[src/rtl/pwm_pkg.sv]
// Shared definitions for the PWM duty sequencer: default sizes, sequencer
// state encoding and the target clamp helper.
package pwm_pkg;

    localparam int DEF_PERIOD_SLOTS = 10;
    localparam int DEF_DUTY_W       = 4;
    localparam int DEF_DIV_W        = 8;

    typedef enum logic {
        IDLE = 1'b0,
        RAMP = 1'b1
    } seq_state_e;

    // Requests above the period length saturate at fully-on.
    function automatic int clamp_duty(input int req, input int limit);
        return (req > limit) ? limit : req;
    endfunction

endpackage

[src/rtl/pwm_slot_counter.sv]
// Free-running PWM slot counter; flags the last slot (the edge leaving it is
// the period boundary) and the first slot of every period.
module pwm_slot_counter
    import pwm_pkg::*;
#(
    parameter int PERIOD_SLOTS = DEF_PERIOD_SLOTS,
    parameter int SLOT_W       = DEF_DUTY_W
) (
    input  logic              clk,
    input  logic              rst_n,
    output logic [SLOT_W-1:0] slot,
    output logic              boundary,
    output logic              period_start
);

    localparam logic [SLOT_W-1:0] LAST_SLOT = SLOT_W'(PERIOD_SLOTS - 1);

    always_ff @(posedge clk or negedge rst_n) begin
        if (!rst_n) begin
            slot <= '0;
        end else if (boundary) begin
            slot <= '0;
        end else begin
            slot <= slot + 1'b1;
        end
    end

    assign boundary     = (slot == LAST_SLOT);
    assign period_start = (slot == '0);

endmodule

[src/rtl/pwm_duty_sequencer.sv]
// Soft-start/soft-stop duty sequencer: accepts a target duty and walks the
// applied duty toward it one step per (step_div+1) PWM periods.
// Optional build macro PWM_SEQ_RETARGET_EN keeps tgt_ready high while ramping.
module pwm_duty_sequencer
    import pwm_pkg::*;
#(
    parameter int PERIOD_SLOTS = DEF_PERIOD_SLOTS,
    parameter int DUTY_W       = DEF_DUTY_W,
    parameter int DIV_W        = DEF_DIV_W
) (
    input  logic              clk,
    input  logic              rst_n,
    input  logic              tgt_valid,
    output logic              tgt_ready,
    input  logic [DUTY_W-1:0] tgt_duty,
    input  logic [DIV_W-1:0]  step_div,
    output logic [DUTY_W-1:0] duty,
    output logic [DUTY_W-1:0] slot,
    output logic              period_start,
    output logic              busy,
    output logic              done
);

    seq_state_e        state, state_nx;
    logic [DUTY_W-1:0] target, target_nx;
    logic [DUTY_W-1:0] duty_nx;
    logic [DUTY_W-1:0] req_duty;
    logic [DIV_W-1:0]  div, div_nx;
    logic [DIV_W-1:0]  pcnt, pcnt_nx;
    logic              done_nx;
    logic              boundary;
    logic              accept;

    pwm_slot_counter #(
        .PERIOD_SLOTS (PERIOD_SLOTS),
        .SLOT_W       (DUTY_W)
    ) u_slot_counter (
        .clk          (clk),
        .rst_n        (rst_n),
        .slot         (slot),
        .boundary     (boundary),
        .period_start (period_start)
    );

`ifdef PWM_SEQ_RETARGET_EN
    assign tgt_ready = 1'b1;
`else
    assign tgt_ready = (state == IDLE);
`endif

    assign accept   = tgt_valid && tgt_ready;
    assign req_duty = DUTY_W'(clamp_duty(int'(tgt_duty), PERIOD_SLOTS));
    assign busy     = (state == RAMP);

    always_ff @(posedge clk or negedge rst_n) begin
        if (!rst_n) begin
            state  <= IDLE;
            duty   <= '0;
            target <= '0;
            div    <= '0;
            pcnt   <= '0;
            done   <= 1'b0;
        end else begin
            state  <= state_nx;
            duty   <= duty_nx;
            target <= target_nx;
            div    <= div_nx;
            pcnt   <= pcnt_nx;
            done   <= done_nx;
        end
    end

    // Duty only moves on the edge into slot 0, so the comparator never sees a
    // change in the middle of a period.
    always_comb begin
        state_nx  = state;
        duty_nx   = duty;
        target_nx = target;
        div_nx    = div;
        pcnt_nx   = pcnt;
        done_nx   = 1'b0;

        unique case (state)
            IDLE: begin
                if (accept) begin
                    target_nx = req_duty;
                    div_nx    = step_div;
                    pcnt_nx   = step_div;
                    if (req_duty != duty) begin
                        state_nx = RAMP;
                    end else begin
                        done_nx = 1'b1;
                    end
                end
            end
            RAMP: begin
                // A mid-ramp accept is only possible with retargeting built in;
                // the period divider keeps counting but no step is taken.
                if (accept) begin
                    target_nx = req_duty;
                    div_nx    = step_div;
                    if (boundary && pcnt != '0) begin
                        pcnt_nx = pcnt - 1'b1;
                    end
                    if (req_duty == duty) begin
                        state_nx = IDLE;
                        done_nx  = 1'b1;
                    end
                end else if (boundary) begin
                    if (pcnt != '0) begin
                        pcnt_nx = pcnt - 1'b1;
                    end else begin
                        duty_nx = (target > duty) ? duty + 1'b1 : duty - 1'b1;
                        pcnt_nx = div;
                        if (duty_nx == target) begin
                            state_nx = IDLE;
                            done_nx  = 1'b1;
                        end
                    end
                end
            end
            default: begin
                state_nx = IDLE;
            end
        endcase
    end

endmodule

[config.mk]
export PLATFORM = sky130hd
export DESIGN_NAME = pwm_duty_sequencer
export DESIGN_NICKNAME = d
export VERILOG_FILES = /design/src/rtl/pwm_pkg.sv /design/src/rtl/pwm_slot_counter.sv /design/src/rtl/pwm_duty_sequencer.sv
export SDC_FILE = /design/constraint.sdc
export NUM_CORES = 1
export LEC_CHECK = 0
export ABC_AREA = 1
export CAP_MARGIN = 20
export CELL_PAD_IN_SITES_DETAIL_PLACEMENT = 1
export CELL_PAD_IN_SITES_GLOBAL_PLACEMENT = 1
export CORE_ASPECT_RATIO = 1.75
export CORE_MARGIN = 10
export CORE_UTILIZATION = 40
export CTS_BUF_LIST = sky130_fd_sc_hd__clkbuf_4
export DETAILED_ROUTE_END_ITERATION = 10
export MAX_ROUTING_LAYER = met4
export PLACE_DENSITY = 0.76
export SLEW_MARGIN = 40
export SYNTH_ARGS = -nofsm -noshare
export SYNTH_HDL_FRONTEND = slang
export SYNTH_SLANG_ARGS = --single-unit
[constraint.sdc]
create_clock -name clk -period 2.6 [get_ports clk]
set_input_delay 0.39 -clock clk [delete_from_list [all_inputs] [get_ports clk]]
set_output_delay 0.39 -clock clk [all_outputs]
set_load 0.005 [all_outputs]
==> impl_metrics.ini <==
[outcome]
status = finished clean

[worst_setup_path]
r2r_start = duty[3]
start_kind = flop
critPathMaxFanout = 3
crit_start = duty[3]
worst_setup_path_end_kind = flop
path_class = reg2reg
cp.arrival_ps = 2700
required_ps = 2830

[power_and_ir_drop]
netSwitchingFraction_pct = 26.1
p_leak_nw = 1.12
pwr-share-comb_pct = 10.8
seqPwrFrac_pct = 56.6
vdd.ir_drop.worst_mv = 0.260
intPower_mw = 0.630
power-per-cell-area_nw_per_um2 = 379
p_sw_mw = 0.223
pwr-share-clk_pct = 32.6

[final_layout]
layout.nets = 297
num_antenna_cells = 0
final_cell_area_um2 = 2250
stdcell_count = 325
syn2layout_area_growth_pct = 23.4
layout-drive-gt1-share_pct = 11.3

[clock_tree]
cts.sinks = 30
clockBufferDepth = 2
htree_levels = 2
cts_root_buffer = clkbuf_4
cts_buffers = 5
clk_pin_slew_worst_paths_ps = 100
cts_tree = yes
clk-insertion-delay-late_ps = 330

[sta]
hold_violations = 0
worst-slew-pin-transition_ps = 412
period_minus_slack_ps = 2470
fmax_ghz = 0.404
setup_viol = 0
drv_slew = 0
finalClockSkew_ps = 6.98
slew_headroom_pct = 72.5
finalCritPeriodShare_pct = 95.2
holdWs_ps = 454

[synth]
synth_mux_area_share_pct = 0
synth-xor-area-share_pct = 4.80
synth_edf_count = 0
ys.warnings.count = 0
synth.avg_cell_area_um2 = 7.66
synthSimpleGateAreaFrac_pct = 24.7
synthAdderAreaFrac_pct = 6.58
synthArstFlopShare_pct = 100
yosysTopAreaCell = dfrtp_1
synthCells = 238
syn-num-nets = 262
synth_compound_area_share_pct = 13.6
synth_commonest_cells = 62 x nand2_1, 33 x inv_1, 30 x dfrtp_1
synth_top_family_by_area = simple AND/OR/NAND/NOR gates
yosys.area.top_type_share_pct = 41.2
synth_area_um2 = 1820
ys_types = 29
synth_area_leaders = dfrtp_1 41%, nand2_1 13%, inv_1 6.8%
seq_area_frac_synth_pct = 41.2
yosys_most_used_dff = dfrtp_1
ys_seq_elements = 30
synth.most_common_cell = nand2_1

[place]
dp_hpwl_um = 4130
dpl.cell_count = 315
dpl_cell_area_um2 = 2160
place.gp.congestion = 0.797
io_buffers = 26

[routing]
drc_errors = 0
vias = 1689
drtPass1Iterations = 4
routed_via_density = 5.20
wl_per_cell_um = 16.2
drt_wl_total_um = 5280
drtAntennaViolNets = 0
drt_iter0_drc = 98

[grt]
grt_pass1_wl_um = 8670
grt-ovfl-total = 0
grt_max_degree = 31
grt_pass1_vias = 1828
grt.total_usage_pct = 14.3
busiest_layer = met2
grt_util_met3_pct = 2.62
grt_antenna_before_repair = 0
use_met1_pct = 13.3
grtUsageMet2_pct = 26.9

[die]
dieArea_um2 = 7770
fp-row-count = 32
io-pin-count = 27
initial_core_util_pct = 41.4
die_w_um = 71.1
fp.dieH_um = 109
fp.coreArea_um2 = 4400

[min_path]
hp-class = in2async

[job]
maxCapViolCount = 0
[sequential cells by signal, summed over array words and instances, names as in the netlist]
name                 flops
div                      8
pcnt                     8
duty                     4
target                   4
u_slot_counter.slot      4
busy                     1
done                     1
[metal layers]
metal,vias to the layer above,share of wire [%]
met2,28,58
met5,-,0
li1,832,-
met1,816,37
met4,0,2.9
met3,13,2.2
[worst max-delay path: stages, from the launching register on]
cell and delay, ps:
dfrtp_1 400, inv_2 70, ha_1 300, a21oi_1 260, nand2_1 110, nand2_1 160, ha_1 260, nand3_1 110
nand4_1 90, nand2_1 130, inv_1 50, nand2_1 90, nand2_1 80, nand2_1 60, nand3_1 90, nand2_1 70
inv_1 40
[through the flow]
| stage | TNS (ps) | utilization [%] | setup WS, ps | power [mW] |
|---|---|---|---|---|
| floorplan | 0 | - | 323 | 0.532 |
| global placement | 0 | 49.0 | 231 | 0.579 |
| detailed placement | 0 | 49.0 | 87.9 | 0.582 |
| CTS | 0 | 50.3 | 83.1 | 0.861 |
| global route | -87.9 | 51.1 | -45.1 | 0.904 |
| finish | 0 | 51.1 | 126 | 0.853 |
[power groups by stage]
stage | registers (mW) | clock network, mW | logic [mW]
final | 0.483 | 0.278 | 0.0920
after detailed placement | 0.492 | 0 | 0.0895
after global routing | 0.485 | 0.315 | 0.104
after floorplan | 0.490 | 0 | 0.0418
after global placement | 0.492 | 0 | 0.0866
after CTS | 0.483 | 0.288 | 0.0899
[final timing paths]
check,to,slack [ps],cells after the start
min,div[6],450,2
max,busy,130,16
max reg2reg,busy,130,16
max in group asynchronous,duty[2],1830,2
min reg2reg,div[5],480,2
min in group clk,div[5],480,2
[area by class of cell]
class,count,area (µm²)
Clock inverter,2,8.76
Inverter,39,148
Multi-Input combinational cell,165,928
Tap cell,51,63.8
Clock buffer,6,45.0
Fill cell,550,2150
Sequential cell,30,752
Timing Repair Buffer,32,305
[layout by cell type, fill, tap and decap left out, types with 7 or more instances in the layout]
master / netlist / routed
nand2_1: 62 / 62
xor2_1: 8 / 8
a21oi_1: 16 / 15
dfrtp_1: 30 / 29
inv_1: 33 / 32
nand3_1: 12 / 12
clkdlybuf4s50_1: 0 / 26
ha_1: 8 / 7
nor2_1: 15 / 15
o21ai_0: 16 / 16
[logic make-up (layout without fill, tap and decap cells)]
logic type	after synthesis	after routing
AOI/OAI and AO/OA	45	45
xor gates and xnor gates	10	10
adders and majority gates	9	9
buffers and inverters	43	79
DFF	30	30
and+or+nand+nor	101	101
[timing repair]
| item | in CTS | in global routing |
|---|---|---|
| hold buffers | 0 | 0 |
| gates resized for setup | 0 | 5 |
| endpoints found under the hold margin | 0 | 0 |
| endpoints found under the setup margin | 0 | 2 |
| buffers inserted | 0 | 2 |
No activity file was read; power rests on OpenSTA's default activity.
